## src/rtl/alu_pkg.sv

```systemverilog
`default_nettype none
// ============================================================================
//  Module      : alu_pkg
//  Description : Opcode encodings, datapath width and opcode helpers shared by
//                the execute stage and the ALU16b core.
//  Revision    : 1.0 - initial release
// ============================================================================
package alu_pkg;

  localparam int ALU_W = 16;
  localparam int OP_W  = 3;

  localparam logic [OP_W-1:0] OP_AND = 3'd0;
  localparam logic [OP_W-1:0] OP_OR  = 3'd1;
  localparam logic [OP_W-1:0] OP_NOR = 3'd2;
  localparam logic [OP_W-1:0] OP_ADD = 3'd3;
  localparam logic [OP_W-1:0] OP_SUB = 3'd4;
  localparam logic [OP_W-1:0] OP_SLT = 3'd5;

  // Only ADD and SUB may report overflow to writeback.
  function automatic logic op_is_arith(input logic [OP_W-1:0] op);
    return (op == OP_ADD) || (op == OP_SUB);
  endfunction

  // Encodings 6 and 7 are not defined.
  function automatic logic op_is_legal(input logic [OP_W-1:0] op);
    return (op <= OP_SLT);
  endfunction

endpackage
`default_nettype wire

```

## src/rtl/alu_exec_stage_alu16b.sv

```systemverilog
`default_nettype none
// ============================================================================
//  Module      : ALU16b
//  Description : Purely combinational 16-bit ALU. AND/OR/NOR/ADD/SUB/SLT on
//                two's-complement operands. One shared adder serves ADD, SUB
//                and SLT; ovfl is the signed overflow of that adder and is
//                only meaningful for ADD/SUB (the caller masks it).
//  Revision    : 1.0 - initial release
// ============================================================================
module ALU16b
  import alu_pkg::*;
#(
  parameter int WIDTH = ALU_W
) (
  input  logic [WIDTH-1:0] i_a,
  input  logic [WIDTH-1:0] i_b,
  input  logic [OP_W-1:0]  i_op,
  output logic [WIDTH-1:0] o_r,
  output logic             o_zero,
  output logic             o_ovfl
);

  logic             w_sub;
  logic [WIDTH-1:0] w_b_eff;
  logic [WIDTH-1:0] w_cin;
  logic [WIDTH-1:0] w_sum;
  logic             w_ovf;
  logic             w_lt;

  // SUB and SLT subtract via a + ~b + 1; everything else feeds b straight in.
  assign w_sub   = (i_op == OP_SUB) || (i_op == OP_SLT);
  assign w_b_eff = w_sub ? ~i_b : i_b;
  assign w_cin   = {{(WIDTH-1){1'b0}}, w_sub};
  assign w_sum   = i_a + w_b_eff + w_cin;

  // Signed overflow: addends agree in sign but the sum does not.
  assign w_ovf = (i_a[WIDTH-1] == w_b_eff[WIDTH-1]) && (w_sum[WIDTH-1] != i_a[WIDTH-1]);

  // Signed less-than is the true sign of a-b, i.e. the sum sign corrected by overflow.
  assign w_lt = w_sum[WIDTH-1] ^ w_ovf;

  // Result select by opcode; undefined opcodes yield zero.
  always_comb begin
    o_r = '0;
    case (i_op)
      OP_AND:  o_r = i_a & i_b;
      OP_OR:   o_r = i_a | i_b;
      OP_NOR:  o_r = ~(i_a | i_b);
      OP_ADD:  o_r = w_sum;
      OP_SUB:  o_r = w_sum;
      OP_SLT:  o_r = {{(WIDTH-1){1'b0}}, w_lt};
      default: o_r = '0;
    endcase
  end

  assign o_zero = (o_r == '0);
  assign o_ovfl = w_ovf;

endmodule
`default_nettype wire

```

## src/rtl/alu_exec_stage.sv

```systemverilog
`default_nettype none
// ============================================================================
//  Module      : alu_exec_stage
//  Description : Execute stage around ALU16b. Accepts one bundle per cycle over
//                valid/ready, registers {r, zero, ovfl, rd} toward writeback,
//                and absorbs back-pressure in a one-entry skid register so that
//                in_ready can be driven from a flop. Also keeps a sticky
//                overflow bit and pulses illegal_op for opcodes 6/7.
//  Revision    : 1.0 - initial release
// ============================================================================
module alu_exec_stage
  import alu_pkg::*;
#(
  parameter int WIDTH = 16,
  parameter int RD_W  = 4
) (
  input  logic             clk,
  input  logic             reset,
  input  logic             in_valid,
  output logic             in_ready,
  input  logic [WIDTH-1:0] in_a,
  input  logic [WIDTH-1:0] in_b,
  input  logic [2:0]       in_op,
  input  logic [RD_W-1:0]  in_rd,
  output logic             out_valid,
  input  logic             out_ready,
  output logic [WIDTH-1:0] out_r,
  output logic             out_zero,
  output logic             out_ovfl,
  output logic [RD_W-1:0]  out_rd,
  output logic             illegal_op,
  output logic             ovfl_sticky,
  input  logic             ovfl_clear
);

  // Occupancy: EMPTY = nothing held, ONE = output reg valid, FULL = output and skid valid.
  localparam logic [1:0] ST_EMPTY = 2'd0;
  localparam logic [1:0] ST_ONE   = 2'd1;
  localparam logic [1:0] ST_FULL  = 2'd2;

  logic [1:0]       r_state;
  logic [1:0]       w_state_nxt;
  logic             r_in_ready;

  logic             w_accept;
  logic             w_xfer;
  logic             w_load_out_in;
  logic             w_load_out_skid;
  logic             w_load_skid;

  logic [WIDTH-1:0] w_alu_r;
  logic             w_alu_zero;
  logic             w_alu_ovfl;
  logic             w_legal;
  logic [WIDTH-1:0] w_res_r;
  logic             w_res_zero;
  logic             w_res_ovfl;

  logic [WIDTH-1:0] r_out_r;
  logic             r_out_zero;
  logic             r_out_ovfl;
  logic [RD_W-1:0]  r_out_rd;
  logic [WIDTH-1:0] r_skid_r;
  logic             r_skid_zero;
  logic             r_skid_ovfl;
  logic [RD_W-1:0]  r_skid_rd;
  logic             r_illegal;
  logic             r_sticky;

  ALU16b #(
    .WIDTH (WIDTH)
  ) u_alu (
    .i_a    (in_a),
    .i_b    (in_b),
    .i_op   (in_op),
    .o_r    (w_alu_r),
    .o_zero (w_alu_zero),
    .o_ovfl (w_alu_ovfl)
  );

  // Illegal opcodes travel as an all-zero bundle; the ALU result already is
  // zero for them but its zero flag would read 1, so that flag is forced low.
  assign w_legal    = op_is_legal(in_op);
  assign w_res_r    = w_legal ? w_alu_r : '0;
  assign w_res_zero = w_legal & w_alu_zero;
  assign w_res_ovfl = op_is_arith(in_op) & w_alu_ovfl;

  assign w_accept = in_valid & r_in_ready;
  assign w_xfer   = out_valid & out_ready;

  // State register; in_ready is registered from the next state so it is low
  // throughout reset and rises on the first cycle after.
  always_ff @(posedge clk) begin
    if (reset) begin
      r_state    <= ST_EMPTY;
      r_in_ready <= 1'b0;
    end else begin
      r_state    <= w_state_nxt;
      r_in_ready <= (w_state_nxt != ST_FULL);
    end
  end

  // Next-state decode from accept/transfer.
  always_comb begin
    w_state_nxt = r_state;
    case (r_state)
      ST_EMPTY: if (w_accept) w_state_nxt = ST_ONE;
      ST_ONE: begin
        if (w_accept && !w_xfer)      w_state_nxt = ST_FULL;
        else if (!w_accept && w_xfer) w_state_nxt = ST_EMPTY;
      end
      ST_FULL:  if (w_xfer) w_state_nxt = ST_ONE;
      default:  w_state_nxt = ST_EMPTY;
    endcase
  end

  // Datapath load enables per state.
  always_comb begin
    w_load_out_in   = 1'b0;
    w_load_out_skid = 1'b0;
    w_load_skid     = 1'b0;
    case (r_state)
      ST_EMPTY: w_load_out_in = w_accept;
      ST_ONE: begin
        w_load_out_in = w_accept & w_xfer;
        w_load_skid   = w_accept & ~w_xfer;
      end
      ST_FULL:  w_load_out_skid = w_xfer;
      default: begin
        w_load_out_in   = 1'b0;
        w_load_out_skid = 1'b0;
        w_load_skid     = 1'b0;
      end
    endcase
  end

  // Output register: loads from the ALU or drains the skid; holds otherwise.
  always_ff @(posedge clk) begin
    if (reset) begin
      r_out_r    <= '0;
      r_out_zero <= 1'b0;
      r_out_ovfl <= 1'b0;
      r_out_rd   <= '0;
    end else if (w_load_out_in) begin
      r_out_r    <= w_res_r;
      r_out_zero <= w_res_zero;
      r_out_ovfl <= w_res_ovfl;
      r_out_rd   <= in_rd;
    end else if (w_load_out_skid) begin
      r_out_r    <= r_skid_r;
      r_out_zero <= r_skid_zero;
      r_out_ovfl <= r_skid_ovfl;
      r_out_rd   <= r_skid_rd;
    end
  end

  // Skid register: catches the bundle accepted while the output is stalled.
  always_ff @(posedge clk) begin
    if (reset) begin
      r_skid_r    <= '0;
      r_skid_zero <= 1'b0;
      r_skid_ovfl <= 1'b0;
      r_skid_rd   <= '0;
    end else if (w_load_skid) begin
      r_skid_r    <= w_res_r;
      r_skid_zero <= w_res_zero;
      r_skid_ovfl <= w_res_ovfl;
      r_skid_rd   <= in_rd;
    end
  end

  // Status flops: one-cycle illegal pulse, and sticky overflow where set beats clear.
  always_ff @(posedge clk) begin
    if (reset) begin
      r_illegal <= 1'b0;
      r_sticky  <= 1'b0;
    end else begin
      r_illegal <= w_accept & ~w_legal;
      if (w_accept && w_res_ovfl) r_sticky <= 1'b1;
      else if (ovfl_clear)        r_sticky <= 1'b0;
    end
  end

  assign in_ready    = r_in_ready;
  assign out_valid   = (r_state != ST_EMPTY);
  assign out_r       = r_out_r;
  assign out_zero    = r_out_zero;
  assign out_ovfl    = r_out_ovfl;
  assign out_rd      = r_out_rd;
  assign illegal_op  = r_illegal;
  assign ovfl_sticky = r_sticky;

endmodule
`default_nettype wire
```

## config.mk

```make
export PLATFORM = sky130hd
export DESIGN_NAME = alu_exec_stage
export DESIGN_NICKNAME = d
export VERILOG_FILES = /design/src/rtl/alu_pkg.sv /design/src/rtl/alu_exec_stage_alu16b.sv /design/src/rtl/alu_exec_stage.sv
export SDC_FILE = /design/constraint.sdc
export NUM_CORES = 1
export LEC_CHECK = 0
export ABC_AREA = 1
export CAP_MARGIN = 20
export CORE_MARGIN = 3
export CORE_UTILIZATION = 46
export CTS_CLUSTER_DIAMETER = 80
export DETAILED_ROUTE_END_ITERATION = 12
export PLACE_DENSITY = 0.71
export SLEW_MARGIN = 30
export SYNTH_ARGS = -nofsm -noshare
export SYNTH_HDL_FRONTEND = slang
export SYNTH_HIERARCHICAL = 1
export SYNTH_SLANG_ARGS = --single-unit
export TNS_END_PERCENT = 50
```

## constraint.sdc

```tcl
create_clock -name clk -period 3.4 [get_ports clk]
set_clock_uncertainty 0.1 [all_clocks]
set_input_delay 0.68 -clock clk [delete_from_list [all_inputs] [get_ports clk]]
set_output_delay 0.68 -clock clk [all_outputs]
set_load 0.01 [all_outputs]
```

; Word-level counts from Yosys, hierarchy flattened
; Index checks and enable logic that the tools add are counted.
[totals]
reg_bits = 49
latch_bits = 0
mem_bits_rw = 0
mem_bits_ro = 0
inputBits = 44
output_inout_bits = 26
wordCells = 75
mem_count = 0
[classes]
add_sub_neg = 2
multipliers = 0
n_div = 0
order_cmp = 1
n_eq_ne = 10
shift = 0
n_mux = 21
bitwise_logic = 14
n_reduce_logical = 15
[ops]
columns = cell, count
row1 = 16-bit one-hot mux with 5 select lines, 1
row2 = 16-bit 2-to-1 mux, 4
row3 = 16-bit NOT, 2
row4 = 16-bit by 1-bit adder with 16-bit output, 1
row5 = 16-bit adder, 1
row6 = 16-bit AND, 1
row7 = 16-bit logical NOT, 1
row8 = 16-bit OR, 1
row9 = 1-bit 2-to-1 mux, 8
row10 = 2-bit 2-to-1 mux, 4
row11 = 4-bit 2-to-1 mux, 2
row12 = 1-bit AND, 7
row13 = 3-bit by 2-bit equality test with 1-bit output (second input constant), 2
row14 = 3-bit equality test (second input constant), 2
row15 = 2-bit one-hot mux with 3 select lines, 1
row16 = 2-bit nonzero test, 3
row17 = 1-bit logical AND, 4
row18 = 3-bit by 1-bit equality test with 1-bit output (second input constant), 1
row19 = 3-bit <= comparator (second input constant), 1
row20 = 3-bit logical NOT, 1
row21 = 2-bit by 1-bit equality test with 1-bit output (second input constant), 1
row22 = 2-bit equality test (second input constant), 1
row23 = 1-bit logical NOT, 2
row24 = 2-bit logical NOT, 1
row25 = other kinds (8), 10

; Depth between registers and ports, before layout
[depth]
ltp_word = 12
ltp_mapped = 26
ltp_nobuf = 26

; Cells and area by module
; Netlist, hierarchy kept.
[modules_own_cells]
columns = module, instances, cells_each, area_each_um2, seq_area_each_um2
row1 = alu_exec_stage, 1, 342, 2285.9, 980.9
row2 = ALU16b, 1, 321, 1682.9, 0.0

; Least setup slack after synthesis
; Ideal clock, no wire load.
[synth_timing]
path_type = input-to-reg
startpoint = input in_op[1]
endpoint = register r_out_zero (netlist: out_zero)
setup_time_ns = 0.065
arrival_ns = 3.312
t_required_ns = 3.235
path_slack_ns = -0.078
cell_stages = 23
path_buffers = 1
path_cell_list = inv_1 > nand3_1 > nand2_1 > buf_2 > xor2_1 > ha_1 > a21oi_1 > nor2_1 > nor2_1 > nand2_1 > a21oi_1 > nand2_1 > nand3_1 > nand2_1 > nor2_1 > nand3_1 > nor2_1 > inv_1 > a21oi_1 > nand3_1 > nand2_1 > nor2_1 > nor2_1
[synth_between]
elab_cells_between_ends = 20
cone_classes = add/sub: 2 / order compare: 1 / eq/ne: 7 / mux: 3 / bitwise: 2 / reduce/logical: 5
[synth_lines]
columns = item, line_no
row1 = "start, declared", alu_exec_stage.sv:23  ; input logic [2:0] in_op,
row2 = 3-bit equality test, "alu_exec_stage_alu16b.sv:31, alu_exec_stage_alu16b.sv:45"
row3 = 1-bit logical OR, alu_exec_stage_alu16b.sv:31  ; assign w_sub = (i_op == OP_SUB) || (i_op == OP_SLT);
row4 = 16-bit 2-to-1 mux, alu_exec_stage_alu16b.sv:32  ; assign w_b_eff = w_sub ? ~i_b : i_b;
row5 = 16-bit adder, alu_exec_stage_alu16b.sv:34  ; assign w_sum = i_a + w_b_eff + w_cin;
row6 = 16-bit by 1-bit adder with 16-bit output, alu_exec_stage_alu16b.sv:34
row7 = 16-bit one-hot mux with 5 select lines (*), alu_exec_stage_alu16b.sv:45  ; case (i_op)
row8 = net w_alu_r[9], alu_exec_stage.sv:51  ; logic [WIDTH-1:0] w_alu_r;
row9 = 16-bit logical NOT (*), alu_exec_stage_alu16b.sv:56  ; assign o_zero = (o_r == '0);
row10 = net w_alu_zero, alu_exec_stage.sv:52  ; logic w_alu_zero;
row11 = 1-bit AND (*), alu_exec_stage.sv:85  ; assign w_res_zero = w_legal & w_alu_zero;
row12 = 1-bit 2-to-1 mux (*), alu_exec_stage.sv:144  ; end else if (w_load_out_in) begin
row13 = "end signal, assigned", alu_exec_stage.sv:146  ; r_out_zero <= w_res_zero;
row14 = "end signal, assigned", alu_exec_stage.sv:151  ; r_out_zero <= r_skid_zero;
row15 = "end, declared", alu_exec_stage.sv:60  ; logic r_out_zero;
; Mark *: on every way through the listed nets, which the timed path passes. The rest lies on a longest branch.
; A chain may end at the register's enable or synchronous reset.

; Worst setup path after layout
[layout_timing]
startpoint = input in_op[0]
endpoint = register r_out_zero (netlist: out_zero)
; Same word-level chain as after synthesis.

==> summary.txt <==
Worst EP required -> 3.55 ns
Vias in the first global route -> 4,325
P per Cell Area -> 324 nW/um^2
Initial Util -> 0.478
Share of cells above drive strength 1 -> 0.220
Syn Area/Cell -> 5.99 sq um
Synth Flop Type -> dfxtp_1
Setup TNS -> 0 ns
Worst Hold End -> r_skid_r[11]
Top cells by count, synth -> nand2_1, nor2_1, inv_1, nand3_1, dfxtp_1
Hold wc startpoint -> r_skid_r[11]
Synthesis-to-finish area growth -> 42.2%
Peak VDD IR -> 201 uV
Reg2reg path depth -> 7
Setup slack, reg-to-reg -> 1.76 ns
Cell Area, Synth -> 3970 sq um
Slowest CP cell -> ha_2
Post-Syn Nets -> 725
DIE AREA -> 9780 sq um
R2R Path Start -> in_ready
Row cnt -> 33
Initial antenna violation count -> 0
Clock-pin slew of the registers on the worst-case setup and hold paths -> 0.09 ns
Total number of vias -> 4,631
Routability congestion estimate -> 0.888
Yosys top cell area share -> 0.247
Largest net degree at the start of global routing -> 27
Gr usage total -> 0.241
Count of cell types in the netlist -> 35
Final hold vios -> 0
Worst Tran Pin Value -> 0.866 ns
Critical path type -> input pin to register
Reg2reg end -> r_skid_ovfl
Clk sinks -> 49
IO Count -> 70
Max-Cap Viols -> 0
Count of input and output buffers -> 69
Worst EP arrival -> 3.39 ns
CTS Buffer Depth -> 2
Most common cell in the synthesized netlist -> nand2_1
Global route overflow -> 0
Status -> completed
Diodes inserted -> 0
Fraction of the cycle the final worst path needs -> 0.954
Largest delay contributor family on the critical path -> simple AND/OR/NAND/NOR gates
Routed vias/inst -> 5.14
CP peak stage delay -> 0.34 ns
CTS tree -> yes
Mapped Cells -> 663
Drc violations -> 0
CP Capture Type -> register
Cts bufs inserted -> 5
First-pass GRT wire length -> 19.7 mm
Hold_ws -> 0.374 ns
Crit path time final -> 3.24 ns
Slew HR -> 0.418
Die height -> 98.9 um
WL/cell -> 13.3 um
Post-synthesis register bit count -> 49
Final number of setup-violating endpoints -> 0
TritonRoute pass-1 iters -> 5
Drt first-iter violations -> 279
HP Class -> register to register
WL final -> 12.0 mm
HPWL after DPL -> 8.94 mm
Final antenna-violating net count -> 0
Cell taking the most area after synthesis -> dfxtp_1
Synth top area cells -> dfxtp_1, nand2_1, nor2_1, inv_1, nand3_1
Core area -> 8300 sq um
Fill count -> 734
Final net count -> 857
H-tree Lvls -> 2
Total number of yosys warnings -> 6
Crit path launch type -> input pin
CTS Root Cell -> clkbuf_8
Sequential element share of the synthesized area -> 0.247
CTS Hold Buffers Added -> 0
Max Clk Rate -> 0.308 GHz
Worst path bufs/invs -> 5
Static Leak -> 0.00265 uW
Max Slew Vio Count -> 0
Worst Hold Depth -> 2
Critical-path maximum fanout -> 5
Clk Latency, worst-skew pair -> 0.30 ns
EDFF count, synth -> 0
FFs w/ async S/R, synth -> 0
Die width -> 98.9 um
[worst max path at each step]
stage	startpoint	endpoint	slack, ns	cells past startpoint
3_3_place_gp	in_op[0]	out_zero	-0.58	22
3_5_place_dp	in_op[1]	out_zero	-0.62	23
5_1_grt	in_op[1]	out_zero	-0.06	27
6_report	in_op[0]	out_zero	0.16	25
2_1_floorplan	in_op[1]	out_zero	0.05	23
4_1_cts	in_op[1]	out_zero	0.03	27
[tightest hold or removal path: stages, from the launching register on]
cell and delay [ns]:
dfxtp_1 0.32, nand2_1 0.06, a21oi_1 0.05
[layer usage]
layer	up-vias	routed length, um	global-route usage
li1	2381	-	-
met1	2119	5700	0.340
met2	121	5620	0.399
met3	10	604	0.0361
met4	0	93	0.0347
met5	-	0	0
[what timing repair did]
item | 4_1_cts | 5_1_grt
cloned | 0 | 1
buffers inserted | 0 | 5
pin swaps | 2 | 33
resized for setup | 14 | 79
setup endpoints to repair | 22 | 21
[layout make-up]
cell class / count / area, sq um / area share
repair buffers: 148 / 1330 / 0.235
multi-input cells: 505 / 2790 / 0.494
well taps: 105 / 131 / 0.0233
clock buffers: 6 / 72.6 / 0.0129
flip-flops and latches: 49 / 981 / 0.174
inverters: 86 / 325 / 0.0577
clock inverters: 2 / 15.0 / 0.00266
[sequential cells by signal, summed over array words and instances, names as in the netlist]
register and cells:
out_r 16, r_skid_r 16, out_rd 4, r_skid_rd 4, r_state 2, illegal_op 1
in_ready 1, out_ovfl 1, out_zero 1, ovfl_sticky 1, r_skid_ovfl 1, r_skid_zero 1
[logic make-up (layout without fill, tap and decap cells)]
group / after synthesis / count (layout) / synth area share
adders and majority gates: 18 / 18 / 0.0586
xor gates and xnor gates: 17 / 17 / 0.0375
and+or+nand+nor: 362 / 362 / 0.393
buffers and inverters: 109 / 242 / 0.119
AOI/OAI and AO/OA: 108 / 108 / 0.145
DFF: 49 / 49 / 0.247
[report_power, final]
| group | internal, uW | total [uW] | switching (uW) |
|---|---|---|---|
| Sequential | 594 | 605 | 10.8 |
| Combinational | 410 | 883 | 473 |
| Clock | 145 | 342 | 197 |
[cells in the final DEF (no fill, tap or decap), drive strengths merged]
master / netlist / layout
a31oi: 9 / 9
clkdlybuf4s50: 0 / 63
nand4: 7 / 7
o21a: 1 / 1
ha: 17 / 17
a21oi: 44 / 44
nand2: 152 / 152
nor2: 134 / 134
o21bai: 1 / 1
buf: 19 / 80
xnor2: 1 / 1
dlymetal6s2s: 0 / 3
nand3: 57 / 57
o2111ai: 1 / 1
o311a: 1 / 1
o31ai: 2 / 2
inv: 86 / 86
nor3: 6 / 6
a221oi: 1 / 1
dfxtp: 49 / 49
clkinvlp: 0 / 2
nor4: 1 / 1
nand3b: 5 / 5
xor2: 16 / 16
fa: 1 / 1
clkbuf: 4 / 8
o21ai: 48 / 48
[through the flow]
step / worst slack [ns] / cell area (sq um) / power, uW / util / std cells
floorplan: 0.0526 / 3970 / 1040 / - / 663
global placement: -0.579 / 5220 / 1380 / 0.629 / 887
detailed placement: -0.621 / 5220 / 1390 / 0.629 / 887
CTS: 0.0263 / 5340 / 1740 / 0.643 / 895
global route: -0.0604 / 5640 / 1960 / 0.680 / 901
finish: 0.156 / 5640 / 1830 / 0.680 / 901
Power figures use the tool's default switching activity.
